**src/rtl/dino_input_ctrl.sv**
```systemverilog
// dino_input_ctrl: sits between the button debouncers and the game core.
// It runs the shared debounce prescaler and turns the debounced jump and duck
// levels into a jump request/acknowledge handshake and a duck level. Jump has
// priority over duck. It also handles the game-over / restart sequence, so the
// core only ever sees one clean action at a time.
//
// Handshake: jump_req is the valid signal and jump_ack is the ready signal.
// jump_req rises one cycle after a jump_db rising edge, provided the FSM is in
// IDLE or DUCK and the dino is grounded. It then stays high, with no timeout,
// until jump_ack is sampled high. It drops in the following cycle. jump_ack
// has no effect in any other cycle. Reset or game_over withdraws the request
// without an ack.
module dino_input_ctrl #(
  parameter int TICK_DIV = 1000,
  parameter int TICK_W   = 10
) (
  input  logic       clk,
  input  logic       rst,
  input  logic       jump_db,
  input  logic       duck_db,
  input  logic       airborne,
  input  logic       game_over,
  input  logic       jump_ack,
  output logic       debounce_tick,
  output logic       jump_req,
  output logic       duck,
  output logic       restart,
  output logic [2:0] dbg_state_o
);

  typedef enum logic [2:0] {
    ST_IDLE = 3'd0,
    ST_JREQ = 3'd1,
    ST_AIR  = 3'd2,
    ST_DUCK = 3'd3,
    ST_OVER = 3'd4
  } state_e;

  localparam logic [TICK_W-1:0] TICK_LAST = TICK_W'(TICK_DIV - 1);

  logic [TICK_W-1:0] tick_cnt_q, tick_cnt_d;
  logic              jump_q;
  logic              jump_rise;
  state_e            state_q, state_d;
  logic              air_armed_q, air_armed_d;
  logic              restart_q, restart_d;

  // Free-running prescaler: counts 0..TICK_DIV-1 and wraps, in every FSM state.
  always_comb begin
    tick_cnt_d = tick_cnt_q + TICK_W'(1);
    if (tick_cnt_q == TICK_LAST) begin
      tick_cnt_d = '0;
    end
  end

  // Prescaler register.
  always_ff @(posedge clk) begin
    if (rst) begin
      tick_cnt_q <= '0;
    end else begin
      tick_cnt_q <= tick_cnt_d;
    end
  end

  assign debounce_tick = (tick_cnt_q == TICK_LAST);

  // Delayed copy of the jump level for rising-edge detection.
  always_ff @(posedge clk) begin
    if (rst) begin
      jump_q <= 1'b0;
    end else begin
      jump_q <= jump_db;
    end
  end

  // Only a fresh press starts a jump. A held button never re-requests.
  assign jump_rise = jump_db & ~jump_q;

  // Next-state logic. OVER handles its own exit. In every other state,
  // game_over overrides all normal transitions.
  always_comb begin
    state_d   = state_q;
    restart_d = 1'b0;
    if (state_q == ST_OVER) begin
      if (!game_over) begin
        state_d = ST_IDLE;
      end else if (jump_rise) begin
        state_d   = ST_IDLE;
        restart_d = 1'b1;
      end
    end else if (game_over) begin
      state_d = ST_OVER;
    end else begin
      case (state_q)
        ST_IDLE: begin
          if (jump_rise && !airborne) begin
            state_d = ST_JREQ;
          end else if (duck_db) begin
            state_d = ST_DUCK;
          end
        end
        ST_JREQ: begin
          if (jump_ack) begin
            state_d = ST_AIR;
          end
        end
        ST_AIR: begin
          // Physics may raise airborne late, so ignore the landing check
          // until the dino has spent one full cycle in AIR.
          if (air_armed_q && !airborne) begin
            state_d = duck_db ? ST_DUCK : ST_IDLE;
          end
        end
        ST_DUCK: begin
          if (jump_rise && !airborne) begin
            state_d = ST_JREQ;
          end else if (!duck_db) begin
            state_d = ST_IDLE;
          end
        end
        default: begin
          state_d = ST_IDLE;
        end
      endcase
    end
    air_armed_d = (state_q == ST_AIR) && (state_d == ST_AIR);
  end

  // State, AIR landing-arm flag and registered restart pulse.
  always_ff @(posedge clk) begin
    if (rst) begin
      state_q     <= ST_IDLE;
      air_armed_q <= 1'b0;
      restart_q   <= 1'b0;
    end else begin
      state_q     <= state_d;
      air_armed_q <= air_armed_d;
      restart_q   <= restart_d;
    end
  end

  assign jump_req    = (state_q == ST_JREQ);
  assign duck        = (state_q == ST_DUCK);
  assign restart     = restart_q;
  assign dbg_state_o = state_q;

  // Actions seen by the game core are mutually exclusive.
  a_excl: assert property (@(posedge clk) disable iff (rst) !(jump_req && duck));

  // A restart pulse always lands in IDLE, so it can never repeat back to back.
  a_restart_pulse: assert property (@(posedge clk) disable iff (rst) restart |=> !restart);

endmodule

```
**config.mk**
```make
export PLATFORM = sky130hd
export DESIGN_NAME = dino_input_ctrl
export DESIGN_NICKNAME = d
export VERILOG_FILES = /design/src/rtl/dino_input_ctrl.sv
export SDC_FILE = /design/constraint.sdc
export NUM_CORES = 1
export LEC_CHECK = 0
export BUFFER_PORTS_ARGS = -buffer_cell sky130_fd_sc_hd__buf_2
export CAP_MARGIN = 20
export CORE_MARGIN = 5
export CORE_UTILIZATION = 51
export DETAILED_ROUTE_END_ITERATION = 10
export HOLD_SLACK_MARGIN = 0.08
export PLACE_DENSITY = 0.8
export SLEW_MARGIN = 20
export SYNTH_ARGS = -nofsm -noshare
export SYNTH_HDL_FRONTEND = slang
export SYNTH_SLANG_ARGS = --single-unit
```
**constraint.sdc**
```tcl
create_clock -name clk -period 1.7 [get_ports clk]
set_clock_uncertainty 0.15 [all_clocks]
set_input_delay 0.085 -clock clk [delete_from_list [all_inputs] [get_ports clk]]
set_output_delay 0.085 -clock clk [all_outputs]
set_load 0.005 [all_outputs]
```
Word level (Yosys, flattened, before mapping)
Cells that the tools add are included.

operators by class
  mux-type cells = 13
  eq/ne operators = 6
  reduce and logical (&&, ||, !) cells = 7
  bitwise gates (word level) = 4
  add/subtract/negate cells = 1

operators by type and width
  kind                                                  count
  two-way mux 3 bit                                     10
  case mux 3 bit (4 select lines)                       1
  adder 10 x 1 -> 10 bit (second input constant)        1
  equality test 10 bit (second input constant)          1
  equality test 3 x 2 -> 1 bit (second input constant)  3
  equality test 3 x 1 -> 1 bit (second input constant)  1
  equality test 3 bit (second input constant)           1
  logical AND 1 bit                                     3
  zero test 3 bit                                       1
  NOT 1 bit                                             3
  OR reduction 3 bit                                    1
  two-way mux 2 bit                                     1
  OR reduction 2 bit                                    1
  bitwise AND 1 bit                                     1
  zero test 1 bit                                       1
  two-way mux 1 bit                                     1

storage, ports and cells
  output and inout bits = 7
  logic and storage cells = 36
  flip-flop bits (word level) = 16

Logic depth before layout (Yosys ltp)
Gate-level depths: netlist of the first run.

  depth in word-level cells = 9
  gate-level depth with buffers = 5
  depth with buffers taken out = 5

Worst setup path after synthesis of the first run
Ideal clock, no wire load.

  kind = register -> register
  from = register state_q[1], in the netlist dbg_state_o[1]
  to = register state_q[0], in the netlist dbg_state_o[0]
  cell stages (with the launch flop) = 5
  slack = 318 ps
  setup time = 103 ps
  data arrival time = 1128 ps
  data required time = 1447 ps
  path through = dfxtp_1 nand2b_1 o211ai_1 o21bai_1 a2111oi_2

between the ends
  cells in the longest elaborated chain, start to end = 4
  elaborated cells between the ends (all ways) = 8
  classes of those cells = eq/ne: 4; mux: 3; reduce/logical: 1

ends and longest elaborated chain
  what                                                  RTL line  RTL
  from (decl)                                           44        state_e state_q, state_d;
  from (signal assigned)                                136       state_q <= state_d;
  equality test 3 x 2 -> 1 bit (tied with other cells)  94        case (state_q)
  case mux 3 bit (4 select lines)                       94
  two-way mux 3 bit                                     91        end else if (game_over) begin
  two-way mux 3 bit *                                   84        if (state_q == ST_OVER) begin

Every way passes the cells marked *; elsewhere a longest branch is shown, timed or not.
A chain may end at the register's enable or synchronous reset.

Final worst setup path of the first run
  from = register tick_cnt_q[0]
  to = output debounce_tick

between the ends
  cells in the longest elaborated chain, start to end = 1

ends and longest elaborated chain
  what                    RTL line  RTL
  from (decl)             41        logic [TICK_W-1:0] tick_cnt_q, tick_cnt_d;
  from (signal assigned)  61        tick_cnt_q <= tick_cnt_d;
  equality test 10 bit    65        assign debounce_tick = (tick_cnt_q == TICK_LAST);
  to (decl)               24        output logic debounce_tick,

Every way passes these cells.

==> metrics.json, run 1 <==
{
  "post-route-drc-count": {"value": 0},
  "final_net_count": {"value": 114},
  "min_to": {"value": "dbg_state_o[0]"},
  "synth_top_area_share": {"value": 43.3, "unit": "%"},
  "detailedRoute.firstIterationViolations": {"value": 13},
  "number_of_iterations_in_the_first_detailed_routing_pass": {"value": 4},
  "power.total": {"value": 0.000744, "unit": "W"},
  "synth_seq_area_share": {"value": 43.3, "unit": "%"},
  "startpoint_type": {"value": "register"},
  "r2r_startpoint": {"value": "dbg_state_o[1]"},
  "critical_path.endpoint_type": {"value": "output pin"},
  "detail-route-antenna-nets": {"value": 0},
  "critPathTopFamily": {"value": "simple AND/OR/NAND/NOR gates"},
  "timing.final.setup_violations": {"value": 0},
  "worst_r2r_endpoint": {"value": "dbg_state_o[0]"},
  "path_type_of_the_worst_setup_path": {"value": "reg2out"},
  "synth-edff-count": {"value": 0},
  "share_of_post_route_cells_with_drive_strength_above_1": {"value": 24.8, "unit": "%"},
  "maximum_clock_insertion_buffer_count": {"value": 2},
  "outcome": {"value": "finished, final reports clean"},
  "place.port_buffers": {"value": 13},
  "max_cap_viol_count": {"value": 0},
  "syn_area_per_cell": {"value": 9.02, "unit": "um^2"},
  "switching_share": {"value": 23.9, "unit": "%"},
  "die-area": {"value": 0.00231, "unit": "mm^2"},
  "p_leak": {"value": 0.359, "unit": "nW"},
  "first_global_vias": {"value": 639},
  "die_h": {"value": 48.1, "unit": "um"},
  "rows": {"value": 13},
  "postSynthRegisterBits": {"value": 16},
  "cts_buffers": {"value": 3},
  "worst_hold_path.num_cells": {"value": 4},
  "internal_power": {"value": 0.000566, "unit": "W"},
  "ys_types": {"value": 30},
  "worst_ep_required_time": {"value": 1.46, "unit": "ns"},
  "post_synth_instance_area": {"value": 739, "unit": "um^2"},
  "synthArstFlopShare": {"value": 0, "unit": "%"},
  "hold_path.startpoint": {"value": "airborne"},
  "syn2layout_area_growth": {"value": 27.2, "unit": "%"},
  "timing.final.max_slew_violations": {"value": 0},
  "worstSkewPairLatency": {"value": 0.29, "unit": "ns"},
  "seq_power_share": {"value": 55.2, "unit": "%"},
  "fillCellCount": {"value": 112},
  "clock-sinks": {"value": 16},
  "fmaxAchievable": {"value": 624, "unit": "MHz"},
  "synth.top_cells.by_area": {"value": "dfxtp_1 (43%), nor2_1 (6.1%), xnor2_1 (4.7%)"},
  "hold_vio_cnt_final": {"value": 0},
  "worst_pin_slew": {"value": 0.317, "unit": "ns"},
  "avgRoutedWirePerCell": {"value": 13.0, "unit": "um"},
  "grt_pass1_wl": {"value": 2.59, "unit": "mm"},
  "dominantRegCellSynth": {"value": "dfxtp_1"},
  "unrepaired_setup_endpoints_after_global_routing": {"value": "false"},
  "yosysTopAreaCell": {"value": "dfxtp_1"},
  "timing.final.crit_share": {"value": 94.3, "unit": "%"},
  "cpPeakStageDelay": {"value": 0.38, "unit": "ns"},
  "mostFrequentLayoutCell": {"value": "dfxtp_1"},
  "vias_per_cell": {"value": 5.53},
  "max_slew_margin": {"value": 78.5, "unit": "%"},
  "clkSlewWorstSetupHoldPaths": {"value": 0.10, "unit": "ns"},
  "h-tree-depth": {"value": 1},
  "net-switching-power": {"value": 0.000178, "unit": "W"},
  "design.core.area": {"value": 0.00133, "unit": "mm^2"},
  "synth_fp_nets": {"value": 90},
  "die_width": {"value": 48.1, "unit": "um"},
  "globalRouteOverflowTotal": {"value": 0},
  "ir_drop": {"value": 0.505, "unit": "mV"},
  "postSynthCellCount": {"value": 82},
  "tritoncts": {"value": "built"},
  "antennaDiodeCount": {"value": 0},
  "grt_start_max_net_pins": {"value": 11},
  "drt_wl_total": {"value": 1.56, "unit": "mm"},
  "most-common-layout-cells": {"value": "dfxtp_1 (14), buf_2 (13), nor2_1 (12), nand3_1 (6), dlygate4sd3_1 (6)"},
  "combinationalPowerShare": {"value": 10.7, "unit": "%"},
  "place.detailed.hpwl": {"value": 1.05, "unit": "mm"},
  "r2r_cells": {"value": 4},
  "gp_routability_congestion": {"value": 0.784},
  "yosys_warnings": {"value": 0},
  "top_level_ports": {"value": 14},
  "cp.buffers_inverters": {"value": 1},
  "cp_cell_sequence": {"value": "ha_4 -> and4bb_1 -> nand2_1 -> nor2_1 -> buf_2"},
  "final.setup.tns": {"value": 0, "unit": "ns"},
  "timing.reg2reg.setup_slack": {"value": 0.19, "unit": "ns"},
  "arr_time_crit_path": {"value": 1.37, "unit": "ns"},
  "start_util": {"value": 55.4, "unit": "%"},
  "timing.critical_path.slowest_stage_cell": {"value": "dfxtp_4"},
  "timing.critical_path.fanout_max": {"value": 4},
  "hold_path.class": {"value": "in2reg"},
  "grt_antenna_before_repair": {"value": 0},
  "pwr_density_cell": {"value": 790, "unit": "mW/mm^2"},
  "final_period_minus_worst_setup_slack": {"value": 1.60, "unit": "ns"},
  "clk_root_buffer_cell": {"value": "clkbuf_4"},
  "p_clk_share": {"value": 34.1, "unit": "%"},
  "route.vias.total": {"value": 663},
  "grt_usage": {"value": 16.3, "unit": "%"}
}
==> registers in the layout, summed over array words and instances, names as in the netlist <==
signal / count
tick_cnt_q: 10
dbg_state_o: 3
air_armed_q: 1
jump_q: 1
restart: 1
==> repair_timing <==
item	CTS	global route
endpoints found under the setup margin	1	1
setup buffers	1	0
cloned	0	0
hold buffers	6	0
endpoints found under the hold margin	11	0
pin swaps	0	0
resized for setup	1	4
==> cells in the mapped netlist (all sizes together) (2+ instances only) <==
master and number:
o21bai 2, nor2b 3, nor2 12, dfxtp 16, a21oi 3, nand3 7, a31oi 4, or3 2
inv 2, and3b 2, xnor2 4, nand4 2, nand2 5, nand2b 4
==> cell families (layout without fill, tap and decap cells) <==
logic type      Yosys count  count (layout)  share of synthesized area [%]
simple gates             45              45                           35.9
flops                    16              16                           43.3
compound gates           12              12                           11.7
xor+xnor                  5               5                           5.92
buf+inv                   3              26                           1.52
fa+ha+maj                 1               1                           1.69
==> power by group through the flow <==
stage               Combinational (W)  Clock [W]  Sequential (W)
global placement            0.0000624          0        0.000416
CTS                         0.0000768   0.000254        0.000409
floorplan                   0.0000430          0        0.000414
detailed placement          0.0000651          0        0.000417
finish                      0.0000795   0.000253        0.000411
global route                0.0000894   0.000272        0.000414
==> worst max-delay path by stage <==
stage                   startpoint        endpoint  slack (ns)  cells past startpoint
floorplan           dbg_state_o[1]  dbg_state_o[0]        0.32                      4
global placement     tick_cnt_q[0]   tick_cnt_q[6]        0.20                      5
detailed placement   tick_cnt_q[0]   tick_cnt_q[3]        0.15                      5
CTS                  tick_cnt_q[0]   debounce_tick        0.02                      5
global route         tick_cnt_q[0]   debounce_tick       0.007                      5
finish               tick_cnt_q[0]   debounce_tick         0.1                      5
==> through the flow <==
step	util (%)	hold slack [ns]	std cells	cell area [um^2]	worst slack (ns)
4_1_cts	69.4	0.0922	120	926	0.0188
3_5_place_dp	61.4	0.162	109	820	0.149
2_1_floorplan	-	0.0110	82	739	0.318
3_3_place_gp	61.4	0.159	109	820	0.199
6_report	70.5	0.105	120	941	0.0970
5_1_grt	70.5	0.123	120	941	0.00673
==> worst register-to-register path: stages, from the launching register on <==
cell	delay, ns
dfxtp_1	0.43
nand2b_1	0.21
o211ai_1	0.10
o21bai_1	0.19
a2111oi_2	0.34
==> metal layers <==
layer / share of wire, % / global-route usage (%) / vias to the layer above
li1: - / - / 341
met1: 47 / 19.6 / 307
met2: 47 / 27.2 / 10
met3: 3.8 / 3.38 / 5
met4: 2.0 / 8.06 / 0
met5: 0 / 0 / -
==> cell type report <==
| type | instances | area [um^2] | share of cell area [%] |
|---|---|---|---|
| flip-flops and latches | 16 | 325 | 34.6 |
| inverters | 2 | 7.51 | 0.798 |
| multi-input cells | 63 | 420 | 44.7 |
| repair buffers | 20 | 133 | 14.1 |
| well taps | 15 | 18.8 | 1.99 |
| clock buffers | 4 | 36.3 | 3.86 |
(Power assumes the default switching activity.)
==> run 2: changes to the inputs <==
- REMOVE_ABC_BUFFERS: not set -> 1
- clock period: 1.7 -> 1.8 ns (I/O delays scaled with it)
==> run 2 against run 1 <==
  * Total power down 12%
  * Global-route usage down 0.81 points
  * Clock power down 23%
  * Die area unchanged
  * Routed wire length down 4.2%
  * Critical path type unchanged
  * Highest routed layer unchanged
  * Sequential power down 5.8%
  * Register-to-register slack better by 0.04 ns
  * Cell count down 0.83%
  * Largest power group unchanged
  * Combinational power down 6.8%
  * First-iteration DRC count up 38%
  * Final area down 2.0%
  * Flip-flop and latch count unchanged
==> metrics.json, run 2 (same netlist as run 1, synthesis figures left out) <==
{
  "pwr_density_cell": {"value": 711, "unit": "mW/mm^2"},
  "die-area": {"value": 0.00231, "unit": "mm^2"},
  "timing.reg2reg.setup_slack": {"value": 0.23, "unit": "ns"},
  "die_h": {"value": 48.1, "unit": "um"},
  "route.vias.total": {"value": 663},
  "globalRouteOverflowTotal": {"value": 0},
  "mostFrequentLayoutCell": {"value": "dfxtp_1"},
  "fmaxAchievable": {"value": 606, "unit": "MHz"},
  "first_global_vias": {"value": 563},
  "start_util": {"value": 55.4, "unit": "%"},
  "setup_slack_placement": {"value": 0.284, "unit": "ns"},
  "worst_hold_path.num_cells": {"value": 4},
  "tritoncts": {"value": "built"},
  "grt_antenna_before_repair": {"value": 0},
  "maximum_clock_insertion_buffer_count": {"value": 2},
  "drt_wl_total": {"value": 1.50, "unit": "mm"},
  "hold_path.class": {"value": "in2reg"},
  "r2r_cells": {"value": 4},
  "share_of_post_route_cells_with_drive_strength_above_1": {"value": 22.1, "unit": "%"},
  "detail-route-antenna-nets": {"value": 0},
  "worstSkewPairLatency": {"value": 0.29, "unit": "ns"},
  "timing.final.max_slew_violations": {"value": 0},
  "timing.final.setup_violations": {"value": 0},
  "gp_routability_congestion": {"value": 0.760},
  "hold-worst-slack": {"value": 0.0982, "unit": "ns"},
  "rows": {"value": 13},
  "grt_usage": {"value": 15.5, "unit": "%"},
  "timing.final.crit_share": {"value": 91.7, "unit": "%"},
  "cts_buffers": {"value": 3},
  "clock-sinks": {"value": 16},
  "final.setup.tns": {"value": 0, "unit": "ns"},
  "timing.critical_path.fanout_max": {"value": 4},
  "final_design_area_no_fill": {"value": 922, "unit": "um^2"},
  "arr_time_crit_path": {"value": 1.41, "unit": "ns"},
  "avgRoutedWirePerCell": {"value": 12.6, "unit": "um"},
  "vias_per_cell": {"value": 5.57},
  "top_register": {"value": "tick_cnt_q"},
  "most-common-layout-cells": {"value": "dfxtp_1 (16), buf_2 (13), nor2_1 (12), nand3_1 (6), dlygate4sd3_1 (6)"},
  "r2r_startpoint": {"value": "dbg_state_o[0]"},
  "grt_pass1_wl": {"value": 2.40, "unit": "mm"},
  "largest_register_ffs": {"value": 10},
  "clk_root_buffer_cell": {"value": "clkbuf_4"},
  "unrepaired_setup_endpoints_after_global_routing": {"value": "false"},
  "min_to": {"value": "dbg_state_o[0]"},
  "syn2layout_area_growth": {"value": 24.7, "unit": "%"},
  "antennaDiodeCount": {"value": 0},
  "h-tree-depth": {"value": 1},
  "final_period_minus_worst_setup_slack": {"value": 1.65, "unit": "ns"},
  "ir_drop": {"value": 0.406, "unit": "mV"},
  "final_net_count": {"value": 114},
  "startpoint_type": {"value": "register"},
  "number_of_iterations_in_the_first_detailed_routing_pass": {"value": 4},
  "path_type_of_the_worst_setup_path": {"value": "reg2out"},
  "utilization": {"value": 69.1, "unit": "%"},
  "grt_start_max_net_pins": {"value": 11},
  "max_cap_viol_count": {"value": 0},
  "p_leak": {"value": 0.351, "unit": "nW"},
  "worst_ep_required_time": {"value": 1.56, "unit": "ns"},
  "critical_path.endpoint_type": {"value": "output pin"},
  "worst_r2r_endpoint": {"value": "dbg_state_o[0]"},
  "outcome": {"value": "finished, final reports clean"},
  "max_slew_margin": {"value": 81.9, "unit": "%"},
  "detailedRoute.firstIterationViolations": {"value": 18},
  "timing.final.ws_setup": {"value": 0.150, "unit": "ns"},
  "design.core.area": {"value": 0.00133, "unit": "mm^2"},
  "worst_pin_slew": {"value": 0.268, "unit": "ns"},
  "hold_path.startpoint": {"value": "airborne"},
  "hold_vio_cnt_final": {"value": 0},
  "top_level_ports": {"value": 14},
  "detailed_place.area": {"value": 820, "unit": "um^2"},
  "post-route-drc-count": {"value": 0},
  "die_width": {"value": 48.1, "unit": "um"},
  "place.port_buffers": {"value": 13},
  "clkSlewWorstSetupHoldPaths": {"value": 0.09, "unit": "ns"}
}
==> run 2: cell types whose count changed in the layout (fill, tap and decap cells not counted), sizes merged <==
| cell | before | now |
|---|---|---|
| clkbuf | 4 | 3 |
==> run 2: timing repair <==
action / in CTS / in global routing
setup buffers: 0 / 1
endpoints found under the setup margin: 0 / 1
hold buffers: 6 / 0
hold endpoints to repair: 11 / 0
resized for setup: 0 / 2
==> run 2: cell type report <==
class                           count  area, um^2
Clock buffer                        3        22.5
Fill cell                         104         412
Inverter                            2        7.51
Multi-Input combinational cell     63         420
Sequential cell                    16         320
Tap cell                           15        18.8
Timing Repair Buffer               20         133
==> run 2: metrics by stage <==
stage               instances  power, W
detailed placement        109  0.000454
finish                    119  0.000656
global placement          109  0.000452
floorplan                  81  0.000429
global route              119  0.000687
CTS                       118  0.000652
==> run 2: critical path, stage by stage, from the launching register on <==
cell and delay, ns:
dfxtp_1 0.40, ha_4 0.17, and4bb_1 0.24, nand2_1 0.11, nor2_1 0.09, buf_2 0.12
==> run 2: how the worst max path moves through the flow <==
stage                        start  slack, ns  depth (start not counted)        endpoint
global placement     tick_cnt_q[0]       0.30                          5   tick_cnt_q[3]
floorplan           dbg_state_o[1]       0.42                          4  dbg_state_o[0]
finish               tick_cnt_q[0]       0.15                          5   debounce_tick
CTS                  tick_cnt_q[0]       0.09                          5   debounce_tick
detailed placement   tick_cnt_q[0]       0.28                          5   tick_cnt_q[3]
global route         tick_cnt_q[0]       0.04                          5   debounce_tick
==> run 2: where the power goes <==
part | switching [W] | internal, W
Sequential | 0.0000181 | 0.000369
Combinational | 0.0000330 | 0.0000411
Clock | 0.000116 | 0.0000780
Total | 0.000168 | 0.000488
==> run 2: per-layer routing <==
layer  track usage [%]  part of all wire, %  vias to the layer above  wire, um
met4              9.68                  2.5                        0        37
met1              19.9                   46                      303       693
met3              3.38                  4.9                        7        74
met2              23.2                   46                       15       692
li1                  -                    -                      338         -
met5                 0                    0                        -         0
==> run 3: changes to the inputs <==
- CELL_PAD_IN_SITES_DETAIL_PLACEMENT: not set -> 0
- CELL_PAD_IN_SITES_GLOBAL_PLACEMENT: not set -> 1
- CORE_ASPECT_RATIO: not set -> 0.75
- CORE_UTILIZATION: 51 -> 42
- PLACE_DENSITY: 0.8 -> 0.86
- clock period: 1.8 -> 2.1 ns (I/O delays scaled with it)
==> run 3 against run 2 <==
  * Routed wire length shrank 3.9%
  * Utilization down 15 points
  * Setup slack better by 0.23 ns
  * Critical path type unchanged
  * Die area rose by 17%
  * Flip-flop and latch count did not move
  * First-iteration DRC count shrank 39%
  * Clock power up 4%
  * Largest power group unchanged
  * Sequential power fell by 15%
  * Critical path depth stayed put
==> metrics.json, run 3 (same netlist as run 1, synthesis figures left out) <==
{
  "clkSlewWorstSetupHoldPaths": {"value": 0.09, "unit": "ns"},
  "post-route-drc-count": {"value": 0},
  "startpoint_type": {"value": "register"},
  "worstSkewPairLatency": {"value": 0.29, "unit": "ns"},
  "final.setup.tns": {"value": 0, "unit": "ns"},
  "grt_pass1_wl": {"value": 2.50, "unit": "mm"},
  "final_net_count": {"value": 113},
  "rows": {"value": 13},
  "die-area": {"value": 0.00271, "unit": "mm^2"},
  "tritoncts": {"value": "built"},
  "unrepaired_setup_endpoints_after_global_routing": {"value": "false"},
  "cp.buffers_inverters": {"value": 1},
  "fmaxAchievable": {"value": 582, "unit": "MHz"},
  "met3_track_utilization_from_global_routing": {"value": 5.88, "unit": "%"},
  "worst_ep_required_time": {"value": 1.85, "unit": "ns"},
  "grtUsageMet2": {"value": 19.6, "unit": "%"},
  "clock-sinks": {"value": 16},
  "worst_pin_slew": {"value": 0.314, "unit": "ns"},
  "mostFrequentLayoutCell": {"value": "dfxtp_1"},
  "max_slew_margin": {"value": 78.8, "unit": "%"},
  "max_cap_viol_count": {"value": 0},
  "hold_vio_cnt_final": {"value": 0},
  "share_of_post_route_cells_with_drive_strength_above_1": {"value": 21.2, "unit": "%"},
  "timing.critical_path.slowest_stage_cell": {"value": "dfxtp_1"},
  "ir_drop": {"value": 0.398, "unit": "mV"},
  "route.vias.total": {"value": 636},
  "final_design_area_no_fill": {"value": 925, "unit": "um^2"},
  "syn2layout_area_growth": {"value": 25.0, "unit": "%"},
  "critical_path.endpoint_type": {"value": "output pin"},
  "globalRouteOverflowTotal": {"value": 0},
  "top_level_ports": {"value": 14},
  "cp_cell_sequence": {"value": "ha_1 -> and4bb_1 -> nand2_1 -> nor2_1 -> buf_2"},
  "detailed_place.area": {"value": 828, "unit": "um^2"},
  "grt_usage": {"value": 12.8, "unit": "%"},
  "clk_root_buffer_cell": {"value": "clkbuf_4"},
  "first_global_vias": {"value": 585},
  "post_cts_resize_count": {"value": 0},
  "detailedRoute.firstIterationViolations": {"value": 11},
  "worstSetupPathDepth": {"value": 5},
  "final_period_minus_worst_setup_slack": {"value": 1.72, "unit": "ns"},
  "p_leak": {"value": 0.354, "unit": "nW"},
  "top_register": {"value": "tick_cnt_q"},
  "place.port_buffers": {"value": 13},
  "gp_routability_congestion": {"value": 0.677},
  "cts_buffers": {"value": 3},
  "timing.final.max_slew_violations": {"value": 0},
  "h-tree-depth": {"value": 1},
  "cpPeakStageDelay": {"value": 0.36, "unit": "ns"},
  "die_h": {"value": 46.3, "unit": "um"},
  "outcome": {"value": "finished, final reports clean"},
  "groute.layer.met1.usage": {"value": 15.9, "unit": "%"},
  "timing.critical_path.fanout_max": {"value": 4},
  "drt_wl_total": {"value": 1.44, "unit": "mm"},
  "timing.final.setup_violations": {"value": 0},
  "place.detailed.hpwl": {"value": 1.09, "unit": "mm"},
  "grt_start_max_net_pins": {"value": 11},
  "grt_antenna_before_repair": {"value": 0},
  "timing.final.crit_share": {"value": 81.9, "unit": "%"},
  "maximum_clock_insertion_buffer_count": {"value": 2},
  "r2r_cells": {"value": 5},
  "detail-route-antenna-nets": {"value": 0},
  "number_of_iterations_in_the_first_detailed_routing_pass": {"value": 4},
  "arr_time_crit_path": {"value": 1.46, "unit": "ns"},
  "pwr_density_cell": {"value": 641, "unit": "mW/mm^2"},
  "largest_register_ffs": {"value": 10},
  "die_width": {"value": 58.5, "unit": "um"},
  "most-common-layout-cells": {"value": "dfxtp_1 (16), buf_2 (13), nor2_1 (12), nand3_1 (6), dlygate4sd3_1 (6)"},
  "vias_per_cell": {"value": 5.05},
  "hold_path.class": {"value": "in2reg"},
  "worst_hold_path.num_cells": {"value": 4},
  "antennaDiodeCount": {"value": 0},
  "avgRoutedWirePerCell": {"value": 11.4, "unit": "um"},
  "post_cts_buffers": {"value": 0},
  "design.core.area": {"value": 0.00171, "unit": "mm^2"},
  "global_route.peak_usage_layer": {"value": "met2"},
  "critPathTopFamily": {"value": "simple AND/OR/NAND/NOR gates"},
  "power.total": {"value": 0.000593, "unit": "W"},
  "path_type_of_the_worst_setup_path": {"value": "reg2out"},
  "start_util": {"value": 43.3, "unit": "%"}
}
-- run 3: per-layer routing --
layer  vias to the layer above  wire, um
li1                        340         -
met1                       279       725
met2                        15       613
met3                         2        87
met4                         0        12
met5                         -         0
-- run 3: what timing repair did --
action                                 in CTS  in global routing
hold buffers                                6                  0
endpoints found under the hold margin      11                  0
setup endpoints to repair                   0                  0
-- run 3: final timing paths --
check / from / slack, ns / end
max: tick_cnt_q[0] / 0.38 / debounce_tick
min: airborne / 0.11 / dbg_state_o[0]
max reg2reg: tick_cnt_q[0] / 0.56 / tick_cnt_q[5]
min reg2reg: tick_cnt_q[0] / 0.31 / tick_cnt_q[0]
-- run 3: power by group --
| part | total, W | switching (W) | internal (W) |
|---|---|---|---|
| clock | 0.000202 | 0.0000960 | 0.000106 |
| combinational | 0.0000607 | 0.0000272 | 0.0000335 |
| sequential | 0.000330 | 0.0000142 | 0.000316 |
| total | 0.000593 | 0.000137 | 0.000455 |
-- run 3: worst min-delay path, stage by stage --
cell and delay [ns]:
buf_2 0.09, nor2b_1 0.05, o21bai_1 0.18, a2111oi_2 0.08
-- run 3: per-stage QoR --
| stage | utilization, % | instances | hold slack [ns] | setup WS, ns |
|---|---|---|---|---|
| 6_report | 54.1 | 126 | 0.107 | 0.380 |
| 5_1_grt | 54.1 | 126 | 0.131 | 0.211 |
| 4_1_cts | 54.1 | 126 | 0.109 | 0.352 |
| 3_5_place_dp | 48.5 | 116 | 0.184 | 0.553 |
| 3_3_place_gp | 48.5 | 116 | 0.181 | 0.586 |
| 2_1_floorplan | - | 81 | 0.0239 | 0.718 |
-- run 3: layout make-up --
class / count / area, um^2
repair buffers: 19 / 125
fillers: 170 / 783
flip-flops and latches: 16 / 320
well taps: 22 / 27.5
multi-input cells: 63 / 408
inverters: 2 / 7.51
clock buffers: 4 / 36.3
